### src/rtl/ysyx_23060025_bpu_pkg.sv
// ysyx_23060025_bpu_pkg: shared FSM state encodings, counter constants and counter math for the BPU
package ysyx_23060025_bpu_pkg;

   typedef enum logic [1:0] {
      BPU_INIT = 2'd0,
      BPU_RUN  = 2'd1,
      BPU_HALT = 2'd2
   } bpu_state_e;

   localparam logic [1:0] CTR_WEAK_T   = 2'b10;
   localparam logic [1:0] CTR_STRONG_T = 2'b11;

   // 2-bit saturating step towards taken (t=1) or not-taken (t=0)
   function automatic logic [1:0] ctr_next(input logic [1:0] c, input logic t);
      return t ? ((c == 2'b11) ? c : c + 2'd1) : ((c == 2'b00) ? c : c - 2'd1);
   endfunction

endpackage

### src/rtl/ysyx_23060025_btb.sv
// ysyx_23060025_btb: direct-mapped BTB storage with a lookup read port, an update read port, one write port and a sweep-clear port
module ysyx_23060025_btb
   import ysyx_23060025_bpu_pkg::*;
#(
   parameter  int ADDR_WIDTH  = 32,
   parameter  int BTB_ENTRIES = 8,
   localparam int IDX_W       = $clog2(BTB_ENTRIES),
   localparam int TAG_W       = ADDR_WIDTH - IDX_W - 2,
   localparam int TGT_W       = ADDR_WIDTH - 2
) (
   input  logic             clock,
   input  logic [IDX_W-1:0] i_rd_idx,
   output logic             o_rd_vld,
   output logic [TAG_W-1:0] o_rd_tag,
   output logic [TGT_W-1:0] o_rd_tgt,
   output logic [1:0]       o_rd_ctr,
   input  logic [IDX_W-1:0] i_up_idx,
   output logic             o_up_vld,
   output logic [TAG_W-1:0] o_up_tag,
   output logic [1:0]       o_up_ctr,
   input  logic             i_wr,
   input  logic [IDX_W-1:0] i_wr_idx,
   input  logic [TAG_W-1:0] i_wr_tag,
   input  logic             i_wr_tgt_en,
   input  logic [TGT_W-1:0] i_wr_tgt,
   input  logic [1:0]       i_wr_ctr,
   input  logic             i_clr,
   input  logic [IDX_W-1:0] i_clr_idx
);

   logic             r_vld [BTB_ENTRIES];
   logic [TAG_W-1:0] r_tag [BTB_ENTRIES];
   logic [TGT_W-1:0] r_tgt [BTB_ENTRIES];
   logic [1:0]       r_ctr [BTB_ENTRIES];

   assign o_rd_vld = r_vld[i_rd_idx];
   assign o_rd_tag = r_tag[i_rd_idx];
   assign o_rd_tgt = r_tgt[i_rd_idx];
   assign o_rd_ctr = r_ctr[i_rd_idx];
   assign o_up_vld = r_vld[i_up_idx];
   assign o_up_tag = r_tag[i_up_idx];
   assign o_up_ctr = r_ctr[i_up_idx];

   // Storage is deliberately unreset: valid bits are cleared one per cycle by the sweep
   always_ff @(posedge clock) begin
      if (i_clr) begin
         r_vld[i_clr_idx] <= 1'b0;
      end else if (i_wr) begin
         r_vld[i_wr_idx] <= 1'b1;
         r_tag[i_wr_idx] <= i_wr_tag;
         r_ctr[i_wr_idx] <= i_wr_ctr;
         if (i_wr_tgt_en) r_tgt[i_wr_idx] <= i_wr_tgt;
      end
   end

endmodule

### src/rtl/ysyx_23060025_bpu.sv
// ysyx_23060025_bpu: next-PC predictor with sweep-clear FSM, BTB training from idu and halt on ebreak
module ysyx_23060025_bpu
   import ysyx_23060025_bpu_pkg::*;
#(
   parameter int ADDR_WIDTH  = 32,
   parameter int BTB_ENTRIES = 8
) (
   input  logic                  clock,
   input  logic                  reset,
   input  logic [ADDR_WIDTH-1:0] fs_pc_i,
   output logic [ADDR_WIDTH-1:0] bpu_pc_predict_o,
   output logic                  bpu_valid_o,
   input  logic                  upd_valid_i,
   input  logic                  upd_is_jump_i,
   input  logic [ADDR_WIDTH-1:0] upd_pc_i,
   input  logic                  upd_taken_i,
   input  logic [ADDR_WIDTH-1:0] upd_target_i,
   input  logic                  flush_i,
   input  logic                  ebreak_i
);

   localparam int IDX_W = $clog2(BTB_ENTRIES);
   localparam int TAG_W = ADDR_WIDTH - IDX_W - 2;
   localparam int TGT_W = ADDR_WIDTH - 2;

   bpu_state_e       r_state, w_state_nxt;
   logic [IDX_W-1:0] r_sweep_idx;
   logic             w_rd_vld, w_up_vld, w_rd_hit, w_up_hit, w_taken, w_wr;
   logic [TAG_W-1:0] w_rd_tag, w_up_tag;
   logic [TGT_W-1:0] w_rd_tgt;
   logic [1:0]       w_rd_ctr, w_up_ctr, w_wr_ctr;

   ysyx_23060025_btb #(
      .ADDR_WIDTH (ADDR_WIDTH),
      .BTB_ENTRIES(BTB_ENTRIES)
   ) u_btb (
      .clock      (clock),
      .i_rd_idx   (fs_pc_i[IDX_W+1:2]),
      .o_rd_vld   (w_rd_vld),
      .o_rd_tag   (w_rd_tag),
      .o_rd_tgt   (w_rd_tgt),
      .o_rd_ctr   (w_rd_ctr),
      .i_up_idx   (upd_pc_i[IDX_W+1:2]),
      .o_up_vld   (w_up_vld),
      .o_up_tag   (w_up_tag),
      .o_up_ctr   (w_up_ctr),
      .i_wr       (w_wr),
      .i_wr_idx   (upd_pc_i[IDX_W+1:2]),
      .i_wr_tag   (upd_pc_i[ADDR_WIDTH-1:IDX_W+2]),
      .i_wr_tgt_en(w_taken),
      .i_wr_tgt   (upd_target_i[ADDR_WIDTH-1:2]),
      .i_wr_ctr   (w_wr_ctr),
      .i_clr      (r_state == BPU_INIT),
      .i_clr_idx  (r_sweep_idx)
   );

   // Lookup is masked while sweeping so not-yet-cleared entries never leak a target
   assign w_rd_hit = (r_state != BPU_INIT) & w_rd_vld & (w_rd_tag == fs_pc_i[ADDR_WIDTH-1:IDX_W+2]);
   assign bpu_pc_predict_o = (w_rd_hit & w_rd_ctr[1]) ? {w_rd_tgt, 2'b00} : fs_pc_i + ADDR_WIDTH'(4);
   assign bpu_valid_o = (r_state == BPU_RUN);

   // Jumps are always treated as taken regardless of the taken flag
   assign w_taken  = upd_taken_i | upd_is_jump_i;
   assign w_up_hit = w_up_vld & (w_up_tag == upd_pc_i[ADDR_WIDTH-1:IDX_W+2]);
   assign w_wr     = (r_state == BPU_RUN) & ~ebreak_i & ~flush_i & upd_valid_i & (w_up_hit | w_taken);
   assign w_wr_ctr = upd_is_jump_i ? CTR_STRONG_T : w_up_hit ? ctr_next(w_up_ctr, upd_taken_i) : CTR_WEAK_T;

   // State register
   always_ff @(posedge clock or negedge reset) begin
      if (!reset) r_state <= BPU_INIT;
      else        r_state <= w_state_nxt;
   end

   // Sweep pointer advances only in INIT and rests at zero otherwise, so a flush restarts from entry 0
   always_ff @(posedge clock or negedge reset) begin
      if (!reset)                    r_sweep_idx <= '0;
      else if (r_state == BPU_INIT)  r_sweep_idx <= r_sweep_idx + 1'b1;
      else                           r_sweep_idx <= '0;
   end

   // Next-state: sweep completes on the last entry; ebreak wins over flush in RUN; HALT is terminal
   always_comb begin
      w_state_nxt = r_state;
      case (r_state)
         BPU_INIT: if (r_sweep_idx == IDX_W'(BTB_ENTRIES - 1)) w_state_nxt = BPU_RUN;
         BPU_RUN:  if (ebreak_i) w_state_nxt = BPU_HALT;
                   else if (flush_i) w_state_nxt = BPU_INIT;
         default:  w_state_nxt = r_state;
      endcase
   end

endmodule
### config.mk
export PLATFORM = sky130hd
export DESIGN_NAME = ysyx_23060025_bpu
export DESIGN_NICKNAME = d
export VERILOG_FILES = /design/src/rtl/ysyx_23060025_bpu_pkg.sv /design/src/rtl/ysyx_23060025_btb.sv /design/src/rtl/ysyx_23060025_bpu.sv
export SDC_FILE = /design/constraint.sdc
export NUM_CORES = 1
export LEC_CHECK = 0
export ABC_AREA = 1
export CORE_UTILIZATION = 40
export DETAILED_ROUTE_END_ITERATION = 12
export MAX_ROUTING_LAYER = met4
export SYNTH_ARGS = -nofsm -noshare
export SYNTH_HDL_FRONTEND = slang
export SYNTH_SLANG_ARGS = --single-unit
### constraint.sdc
create_clock -name clock -period 4.1 [get_ports clock]
set_input_delay 1.23 -clock clock [delete_from_list [all_inputs] [get_ports clock]]
set_output_delay 1.23 -clock clock [all_outputs]
set_load 0.05 [all_outputs]
==> out/summary.md, run 1 <==
The run gives 0 as the max-cap violation count. Required arrival time at the worst endpoint: 2870 ps. The run finished, with violations left. In this run the count of I/O pins placed on the die edge is 136.

Once the floorplan was initialized, standard cells occupied 40.8% of the core. For the area taken by multi-input logic gates, the log shows 8510 µm². The area growth from synthesis to final layout was 35.8%; the final max-slew violation count was 0. The multiplexer share of the synthesized area is 0%.

The number of DRC violations after detailed-routing iteration 0 is 1,776, and the last weighted congestion value of the routability-driven placer is 0.923. The region available for standard cell placement spans 58,000 µm². The worst reg-to-reg setup slack came out at 1190 ps. A synthesized cell averages 9.76 µm². Share of synthesized area occupied by flip-flops and latches: 61.4%.

Global-route congestion overflow total: 0. For this block, the via count after detailed routing is 19,700. Power spread over the standard cell area amounts to 369 nW/µm².

The routed design uses 37,900 µm of met2 wire. In this run the remaining antenna-violating nets after routing total 0. The logs give 6 for the number of detailed-routing iterations run before antenna repair and 14,500 µm² for the area taken by flip-flops and latches. The most common library cell in the layout ignoring fill and taps was sky130_fd_sc_hd__nand2_1. The worst path in the final design needs a cycle of 4860 ps, including I/O delays and setup.

Clock skew on the completed layout was measured at 29.8 ps. The later pin in the worst-skew pair is clocked with a latency of 630 ps. Setup repair after global routing could not meet its margin everywhere. Headroom to the max-slew limit came out at 49.5%. In the final design database the tool counted 2,945 nets. Synthesis produced a netlist whose cell count is 2,424.

Simple-gate share of the synthesized area: 18.2%. Including well taps, the total number of placed cells is 3,511. Derived from the worst setup path, the maximum achievable clock frequency is 0.206 GHz. After detailed routing, the wire length on met1 is 33,000 µm. After floorplanning, the core was divided into 88 placement rows. The tree is rooted in a sky130_fd_sc_hd__clkbuf_16. The run gives 485 as the total clock sinks. The tools report the largest net degree at the start of global routing as 65. The critical path startpoint category was an input pin.

Measured along the x axis, the die boundary spans 245 µm. The post-synth design cell area came out at 23,700 µm². After synthesis, the largest family of logic cells by area is simple AND/OR/NAND/NOR gates.

STA puts the critical path data arrival time at 3630 ps. Detailed routing placed a total of 4760 µm of wire on met3. Yosys mapped a number of flops with a built-in enable equal to 480. After detailed routing, the average wire length per cell comes to 21.4 µm. Timing analysis after detailed placement gives a worst setup slack of -861 ps. The unique cell type count in the Yosys netlist is 46. The tightest min-delay check is of the register to register type. The synthesized netlist devotes 1.89% of its cell area to XOR and XNOR gates. In the layout the commonest cells are sky130_fd_sc_hd__nand2_1, sky130_fd_sc_hd__edfxtp_1, sky130_fd_sc_hd__buf_4. Counting flops and latches in the post-synthesis netlist gives 485. The die covers 60,100 µm². The highest metal layer used by the detailed router is met4. The actual transition at the worst max-transition pin came out at 754 ps.

For this run, design rule violations remaining after detail routing come to 0. Global routing used 26.1% of the available tracks. TritonCTS built the clock tree. The tools report the final hold violation count as 0.

STA classifies the critical path endpoint as an output pin. After clock tree synthesis, the clock-pin slew on the worst setup and hold paths is 70 ps. The tools report the final worst slack as -758 ps. Dividing the final minimum period by the clock period gives 118%.

The share of async-settable or async-resettable flops after synthesis was 1.03%. The count of input and output buffers was 131. The run gives 0 as the number of hold-repair buffers added at the cts stage.

The layout has 4,834 filler cells. The critical setup path kind was input pin to output pin. Dividing the detail-routed via count by the number of cells gives 5.39. Number of synthesis warnings: 0. After detailed routing, the total wire length is 77,900 µm. Share of post-route cells with drive strength above 1: 23.1%. The tools report the number of antenna diodes as 0. The final reports fail on setup timing. The share of the synthesized area in compound gates (AO/OA/AOI/OAI) works out to 11.6%. The overall die height was 245 µm; the share of the core filled with cells in the final layout was 55.4%.

The maximum vdd drop is 0.000311 V. Summed over all cells, the static leakage comes to 12.7 nW. The most used flip-flop cell after synthesis is sky130_fd_sc_hd__edfxtp_1. The run gives 114,000 µm as the first-pass GRT wire length. Summing the areas of all fa, ha and maj instances in the mapped netlist gives 0.159% of the synthesized area. Number of standard cells in the final layout excluding fillers: 3,645.

The via count of the first global-routing pass came out at 19,000. For the number of antenna violations at the first check in global routing, the log shows 0. Number of buffers created by CTS: 52. Counting every net in the synthesized netlist gives 2,530.

The clock tree synthesis step divided the H-tree into 2 levels. The clock passes through at most 3 buffers. The HPWL after detailed placement is 50,800 µm. The final setup violation count came out at 32. Largest driver fanout on the critical path: 18.
## routing by layer
metal | GRT usage [%] | vias to the layer above
met3 | 2.22 | 125
met5 | - | -
met4 | 8.44 | 0
met2 | 43.1 | 751
met1 | 34.1 | 9594
li1 | - | 9183
## worst max-delay path, cell delays in order
cell	delay, ps
sky130_fd_sc_hd__clkbuf_16	180
sky130_fd_sc_hd__buf_16	180
sky130_fd_sc_hd__buf_4	140
sky130_fd_sc_hd__o21ai_0	160
sky130_fd_sc_hd__o22ai_1	110
sky130_fd_sc_hd__nand2_1	70
sky130_fd_sc_hd__nand2_1	110
sky130_fd_sc_hd__xor2_1	210
sky130_fd_sc_hd__nand3_1	110
sky130_fd_sc_hd__nor2_1	100
sky130_fd_sc_hd__nand2_1	100
sky130_fd_sc_hd__nor2_4	190
sky130_fd_sc_hd__nand2_8	120
sky130_fd_sc_hd__buf_12	160
sky130_fd_sc_hd__buf_16	140
sky130_fd_sc_hd__o21ai_4	150
sky130_fd_sc_hd__buf_12	150
## through the flow
stage,hold WS (ps),total power [mW],TNS (ps),instance area (µm²)
floorplan,451,6.22,-20340,24200
CTS,497,11.9,-20460,31600
global placement,472,6.94,-284920,29100
detailed placement,488,6.96,-288220,29100
finish,497,11.9,-21700,32100
global route,536,12.2,-27020,32100
## synthesized netlist by cell type, types with 12 or more instances
cell	count	area, µm²
sky130_fd_sc_hd__or2_2	15	93.8
sky130_fd_sc_hd__xor2_1	44	385
sky130_fd_sc_hd__buf_2	58	290
sky130_fd_sc_hd__a21oi_1	108	541
sky130_fd_sc_hd__nand4_1	12	75.1
sky130_fd_sc_hd__nand3_1	179	896
sky130_fd_sc_hd__o211ai_1	42	315
sky130_fd_sc_hd__buf_6	12	135
sky130_fd_sc_hd__o221ai_1	19	166
sky130_fd_sc_hd__nand2_1	572	2150
sky130_fd_sc_hd__o21ai_0	228	1140
sky130_fd_sc_hd__edfxtp_1	480	14400
sky130_fd_sc_hd__nor3_1	16	80.1
sky130_fd_sc_hd__o21ai_1	29	145
sky130_fd_sc_hd__nor2_1	211	792
sky130_fd_sc_hd__o22ai_1	24	150
sky130_fd_sc_hd__clkbuf_1	48	180
sky130_fd_sc_hd__a32o_1	12	120
sky130_fd_sc_hd__inv_1	227	852
## cells by family (layout without fill, tap and decap cells)
kind of cell / Yosys count / count (layout)
simple gates: 1032 / 1032
flops: 485 / 485
compound gates: 484 / 484
buf+inv: 369 / 825
xor+xnor: 51 / 51
fa+ha+maj: 3 / 3
## layout make-up
type | instances | area share (%)
inverter | 236 | 2.86
clock buffer | 63 | 4.18
timing repair buffer | 494 | 17.0
clock inverter | 32 | 1.28
multi-input combinational | 1570 | 26.5
sequential | 485 | 45.2
tap | 765 | 2.98
## timing repair
action | 4_1_cts | 5_1_grt
setup endpoints to repair | 32 | 511
resized for setup | 111 | 63
gates cloned | 9 | 8
setup buffers | 12 | 10
pin swaps | 28 | 19
## sequential cells by signal, indices dropped and copies added (netlist names)
name,flops
u_btb.r_tag,216
u_btb.r_vld,8
u_btb.r_ctr,16
u_btb.r_tgt,240
r_state,2
r_sweep_idx,3
## final timing paths
kind,start,endpoint,cells past startpoint
min reg2reg,r_sweep_idx[0]$_DFF_PN0_,r_sweep_idx[0]$_DFF_PN0_,1
min in group asynchronous,reset,r_state[1]$_DFFE_PN0P_,1
min,r_sweep_idx[0]$_DFF_PN0_,r_sweep_idx[0]$_DFF_PN0_,1
max reg2reg,u_btb.r_tag[3][2]$_DFFE_PP_,u_btb.r_tgt[4][3]$_DFFE_PP_,18
max,fs_pc_i[2],bpu_pc_predict_o[24],17
max in group asynchronous,reset,r_sweep_idx[0]$_DFF_PN0_,1
## report_power, final
| group | leakage, nW | switching [mW] | total, mW | internal, mW |
|---|---|---|---|---|
| sequential | 4.41 | 0 | 5.44 | 5.44 |
| combinational | 7.43 | 0.892 | 1.54 | 0.644 |
| clock | 0.858 | 1.98 | 4.89 | 2.90 |
No activity file was read; power rests on OpenSTA's default activity.
==> run 2, diff against run 1 <==
--- a/config.mk
+++ b/config.mk
@@ -6,6 +6,7 @@
 export NUM_CORES = 1
 export LEC_CHECK = 0
 export ABC_AREA = 1
+export CAP_MARGIN = 40
 export CORE_UTILIZATION = 40
 export DETAILED_ROUTE_END_ITERATION = 12
 export MAX_ROUTING_LAYER = met4
==> results of run 2 <==
No change in the layout: final DEF, timing and power equal those of run 1.
